`src/rtl/routing_pkg.sv`:
```
// routing_pkg: shared defaults, width helper and record types for the routing blocks
package routing_pkg;

    localparam int S_DEFAULT = 3;
    localparam int T_DEFAULT = 1;

    // Index width for v entries, never narrower than one bit
    function automatic int clog2(input int v);
        int r;
        r = 0;
        while ((1 << r) < v) r++;
        return (r < 1) ? 1 : r;
    endfunction

    // Output slot record for the default channel configuration
    typedef struct packed {
        logic [T_DEFAULT-1:0] data;
        logic                 last;
        logic [S_DEFAULT-1:0] sel;
        logic                 valid;
    } slot_t;

    typedef enum logic {
        IDLE,
        LOCKED
    } lock_state_e;

endpackage

```
`src/rtl/rr_arbiter.sv`:
```
// rr_arbiter: combinational round-robin pick of the first request at or above ptr
module rr_arbiter
    import routing_pkg::*;
#(
    parameter int N = 8
) (
    input  logic [N-1:0]          req,
    input  logic [clog2(N)-1:0]   ptr,
    output logic [N-1:0]          grant,
    output logic [clog2(N)-1:0]   idx
);

    localparam int W = clog2(N);

    logic [W-1:0] k;
    logic         found;

    // Walk the channels from ptr upward, wrapping at N, and keep the first requester
    always_comb begin
        grant = '0;
        idx   = '0;
        found = 1'b0;
        k     = '0;
        for (int i = 0; i < N; i++) begin
            k = W'((int'(ptr) + i) % N);
            if (!found && req[k]) begin
                found    = 1'b1;
                grant[k] = 1'b1;
                idx      = k;
            end
        end
    end

endmodule

```
`src/rtl/rr_stream_mux.sv`:
```
// rr_stream_mux: registered 2^S-channel valid/ready stream mux, round-robin or forced select; packet lock under RR_STREAM_MUX_LOCK_EN
module rr_stream_mux
    import routing_pkg::*;
#(
    parameter int S = S_DEFAULT,
    parameter int T = T_DEFAULT
) (
    input  logic                  clk,
    input  logic                  rst,
    input  logic [S-1:0]          ctrl,
    input  logic                  force_sel,
    input  logic [(2**S)*T-1:0]   in,
    input  logic [2**S-1:0]       in_valid,
    input  logic [2**S-1:0]       in_last,
    output logic [2**S-1:0]       in_ready,
    output logic [T-1:0]          out,
    output logic                  out_valid,
    output logic                  out_last,
    output logic [S-1:0]          out_sel,
    input  logic                  out_ready
);

    localparam int N = 2**S;

    typedef struct packed {
        logic [T-1:0] data;
        logic         last;
        logic [S-1:0] sel;
        logic         valid;
    } mux_slot_t;

    mux_slot_t    slot;
    logic [S-1:0] rr_ptr;
    logic [S-1:0] idx;
    logic [N-1:0] req;
    logic [N-1:0] grant;
    logic         can_load;
    logic         xfer;
    logic         advance;

`ifdef RR_STREAM_MUX_LOCK_EN
    lock_state_e  state, state_n;
    logic [S-1:0] lock_ch, lock_ch_n;
    logic         locked;

    // A held packet owns the grant, overriding both round-robin and forced select
    assign locked  = state == LOCKED;
    assign req     = locked    ? (in_valid & (N'(1) << lock_ch)) :
                     force_sel ? (in_valid & (N'(1) << ctrl))    : in_valid;
    assign advance = in_last[idx];

    // Lock state register
    always_ff @(posedge clk or posedge rst) begin
        if (rst) begin
            state   <= IDLE;
            lock_ch <= '0;
        end else begin
            state   <= state_n;
            lock_ch <= lock_ch_n;
        end
    end

    // Every beat re-decides the lock: a non-last beat holds its channel, a last beat frees it
    always_comb begin
        state_n   = state;
        lock_ch_n = lock_ch;
        if (xfer) begin
            state_n   = in_last[idx] ? IDLE : LOCKED;
            lock_ch_n = idx;
        end
    end
`else
    assign req     = force_sel ? (in_valid & (N'(1) << ctrl)) : in_valid;
    assign advance = 1'b1;
`endif

    rr_arbiter #(.N(N)) u_arb (
        .req   (req),
        .ptr   (rr_ptr),
        .grant (grant),
        .idx   (idx)
    );

    // Ready follows out_ready combinationally so a draining slot can refill in the same cycle
    assign can_load  = !slot.valid || out_ready;
    assign in_ready  = (can_load && !rst) ? grant : '0;
    assign xfer      = |in_ready;

    assign out       = slot.data;
    assign out_last  = slot.last;
    assign out_sel   = slot.sel;
    assign out_valid = slot.valid;

    // Output slot and round-robin pointer; slot contents only change on a load
    always_ff @(posedge clk or posedge rst) begin
        if (rst) begin
            slot   <= '0;
            rr_ptr <= '0;
        end else begin
            if (xfer)
                slot <= '{data: in[int'(idx)*T +: T], last: in_last[idx], sel: idx, valid: 1'b1};
            else if (out_ready)
                slot.valid <= 1'b0;
            if (xfer && advance)
                rr_ptr <= idx + 1'b1;
        end
    end

endmodule

```
`config.mk`:
```
export PLATFORM = sky130hd
export DESIGN_NAME = rr_stream_mux
export DESIGN_NICKNAME = d
export VERILOG_FILES = /design/src/rtl/routing_pkg.sv /design/src/rtl/rr_arbiter.sv /design/src/rtl/rr_stream_mux.sv
export SDC_FILE = /design/constraint.sdc
export NUM_CORES = 1
export LEC_CHECK = 0
export CORE_ASPECT_RATIO = 1.2
export CORE_MARGIN = 3
export CORE_UTILIZATION = 24
export DETAILED_ROUTE_END_ITERATION = 10
export HOLD_SLACK_MARGIN = 0.12
export PLACE_DENSITY = 0.51
export SYNTH_ARGS = -nofsm -noshare
export SYNTH_HDL_FRONTEND = slang
export SYNTH_HIERARCHICAL = 1
export SYNTH_SLANG_ARGS = --single-unit
```
`constraint.sdc`:
```
create_clock -name clk -period 5.4 [get_ports clk]
set_input_delay 0.81 -clock clk [delete_from_list [all_inputs] [get_ports clk]]
set_output_delay 0.81 -clock clk [all_outputs]
set_load 0.02 [all_outputs]
```
==> results.txt <==
H-tree depth: 1
GRT overflow: 0
Synth Area per Inst: 10.08 um2
Clock Latency Late Sink: 230 ps
Setup crit start kind: input pin
clock tree buffer depth: 2
Final setup violation count: 0
status: complete, no violations
DIE AREA: 9094 um2
post-cts sizing count: 0
CTS clk-pin slew, worst paths: 40 ps
vias: 1822
fin util: 0.3430
worst path arrival time: 4350 ps
vias in the first global route: 1804
max-slew violations: 0
average wire per standard cell: 15.17 um
DRC errors left: 0
Hold/Removal Path Class: reg -> reg
Data required, critical path: 4590 ps
Critical Path Sink Type: output pin
FF+latch count, synth: 9
asr flop ratio synth: 1.000
synthesis-to-finish area growth: 38.01%
most frequent cells in the layout: clkdlybuf4s50_1 (36), mux2i_1 (20), buf_4 (17)
drt via density: 5.343
GR Util All Layers: 0.1154
cells after synthesis: 190
row count: 35
Worst Tran Pin Value: 653.3 ps
syn nets: 228
HPWL Detailed: 4.075 mm
io pins: 45
largest net degree at the start of global routing: 20
Mapped Area: 1916 um2
DRC marker count from the first detailed-route iteration: 143
Routed WL: 5.173 mm
IO buf count: 44
crit share post-route: 0.9562
initial antenna violation count: 0
Top FF cell, synth: dfrtp_1
register area share after synthesis: 0.1176
Initial Utilization: 0.2485
total CTS buffers: 3
CP max FO: 8
Rel. slew slack: 0.5645
Yosys warning total: 6
MaxCap Viol Count: 0
chip height: 103.9 um
TritonCTS Sinks: 9
Final Critical Period: 5163 ps
Peak Freq: 193.7 MHz
post-synth cell types: 55
kind of critical path: in -> out
Worst Skew: 0.3672 ps
# diodes: 0
number of synthesized flops with an enable pin: 0
CTS tree: done
most common cell after layout, fill and taps aside: clkdlybuf4s50_1
# Post-CTS Setup Buffers: 0
core area: 7707 um2
final net count: 288
DRT Pass-1 Iters: 4
clk root buf: clkbuf_8
Hold-fix buffers, CTS: 0
share of layout cells above drive strength 1: 0.2691
GP Congestion: 0.8763
antenna viol nets, final: 0
# fillers: 802
die width: 87.56 um
Hold Vio Cnt, Final: 0
first-pass GRT wire length: 8.811 mm
==> layout make-up <==
class	instances	area, um2	share of cell area
Sequential cell	9	225.2	0.08519
Inverter	10	40.04	0.01514
Timing Repair Buffer	61	588.1	0.2224
Clock buffer	4	45.04	0.01704
Multi-Input combinational cell	165	1630	0.6167
Tap cell	92	115.1	0.04354
==> per-layer routing <==
| metal | wire (um) | part of all wire | GRT usage | vias up |
|---|---|---|---|---|
| li1 | - | - | - | 875 |
| met1 | 2322 | 0.45 | 0.1617 | 891 |
| met2 | 2580 | 0.50 | 0.1891 | 46 |
| met3 | 189 | 0.037 | 0.01109 | 10 |
| met4 | 80 | 0.015 | 0.02741 | 0 |
| met5 | 0 | 0 | 0 | - |
==> sequential cells by signal (all words and copies together) (netlist names) <==
register   flops
out_sel        3
rr_ptr         3
out            1
out_last       1
out_valid      1
==> worst paths after layout <==
check	cells past startpoint	start	end	slack (ps)
max	12	ctrl[0]	in_ready[6]	240
min	1	out_sel[1]$_DFFE_PP0P_	out_sel[1]$_DFFE_PP0P_	520
max reg2reg	12	rr_ptr[0]$_DFFE_PP0P_	out_last$_DFFE_PP0P_	1030
min reg2reg	1	out_sel[1]$_DFFE_PP0P_	out_sel[1]$_DFFE_PP0P_	520
max in group asynchronous	2	rst	rr_ptr[1]$_DFFE_PP0P_	4210
min in group asynchronous	2	rst	out_sel[2]$_DFFE_PP0P_	950
==> worst max-delay path, cell delays in order <==
cell,delay (ps)
clkdlybuf4s50_1,520
or3b_2,480
a21boi_1,210
mux2i_1,120
mux4_2,550
a22oi_2,250
nor2_1,170
a22o_1,220
a221oi_2,210
mux2i_1,130
and2_1,150
clkdlybuf4s50_1,530
==> Yosys cell counts (all sizes together), types with 2 or more instances <==
library cell  instances  area share
o21ai                 6       0.016
mux2i                23        0.13
o22ai                 5       0.023
and2                 11       0.036
a21oi                 6       0.016
buf                   6       0.027
xor2                  3       0.014
a22oi                 2       0.010
o211ai                2       0.010
inv                  10       0.021
mux4                 17        0.21
mux2                 10       0.063
nand3b                3       0.012
dfrtp                 9        0.12
nor4                  3      0.0098
nand3                 7       0.021
or3b                  2      0.0091
o2bb2ai               2      0.0091
nand2                11       0.022
nor2                 13       0.028
a22o                  5       0.023
ha                    7       0.046
a221oi                5       0.023
a21boi                6       0.024
==> logic make-up (layout without fill, tap and decap cells) <==
| logic type | Yosys count | in the layout | synth area share |
|---|---|---|---|
| compound gates | 47 | 47 | 0.1946 |
| xor+xnor | 4 | 4 | 0.01829 |
| fa+ha+maj | 7 | 7 | 0.04572 |
| buf+inv | 16 | 75 | 0.04768 |
| flops | 9 | 9 | 0.1176 |
| mux | 50 | 50 | 0.4010 |
| simple gates | 57 | 57 | 0.1751 |
==> through the flow <==
stage          hold WS [ps]  TNS, ps  std cells  cell area [um2]  setup slack (ps)
5_1_grt               547.6   -23.11        341             2644            -12.53
6_report              515.1        0        341             2644             236.7
3_5_place_dp          496.6        0        337             2547             54.96
2_1_floorplan         531.1        0        190             1916             943.3
4_1_cts               519.2        0        341             2592             37.99
3_3_place_gp          491.6        0        337             2547             92.96
Power is not shown: default switching activity piles up to over one toggle a cycle in this logic, so the estimate is an artifact.
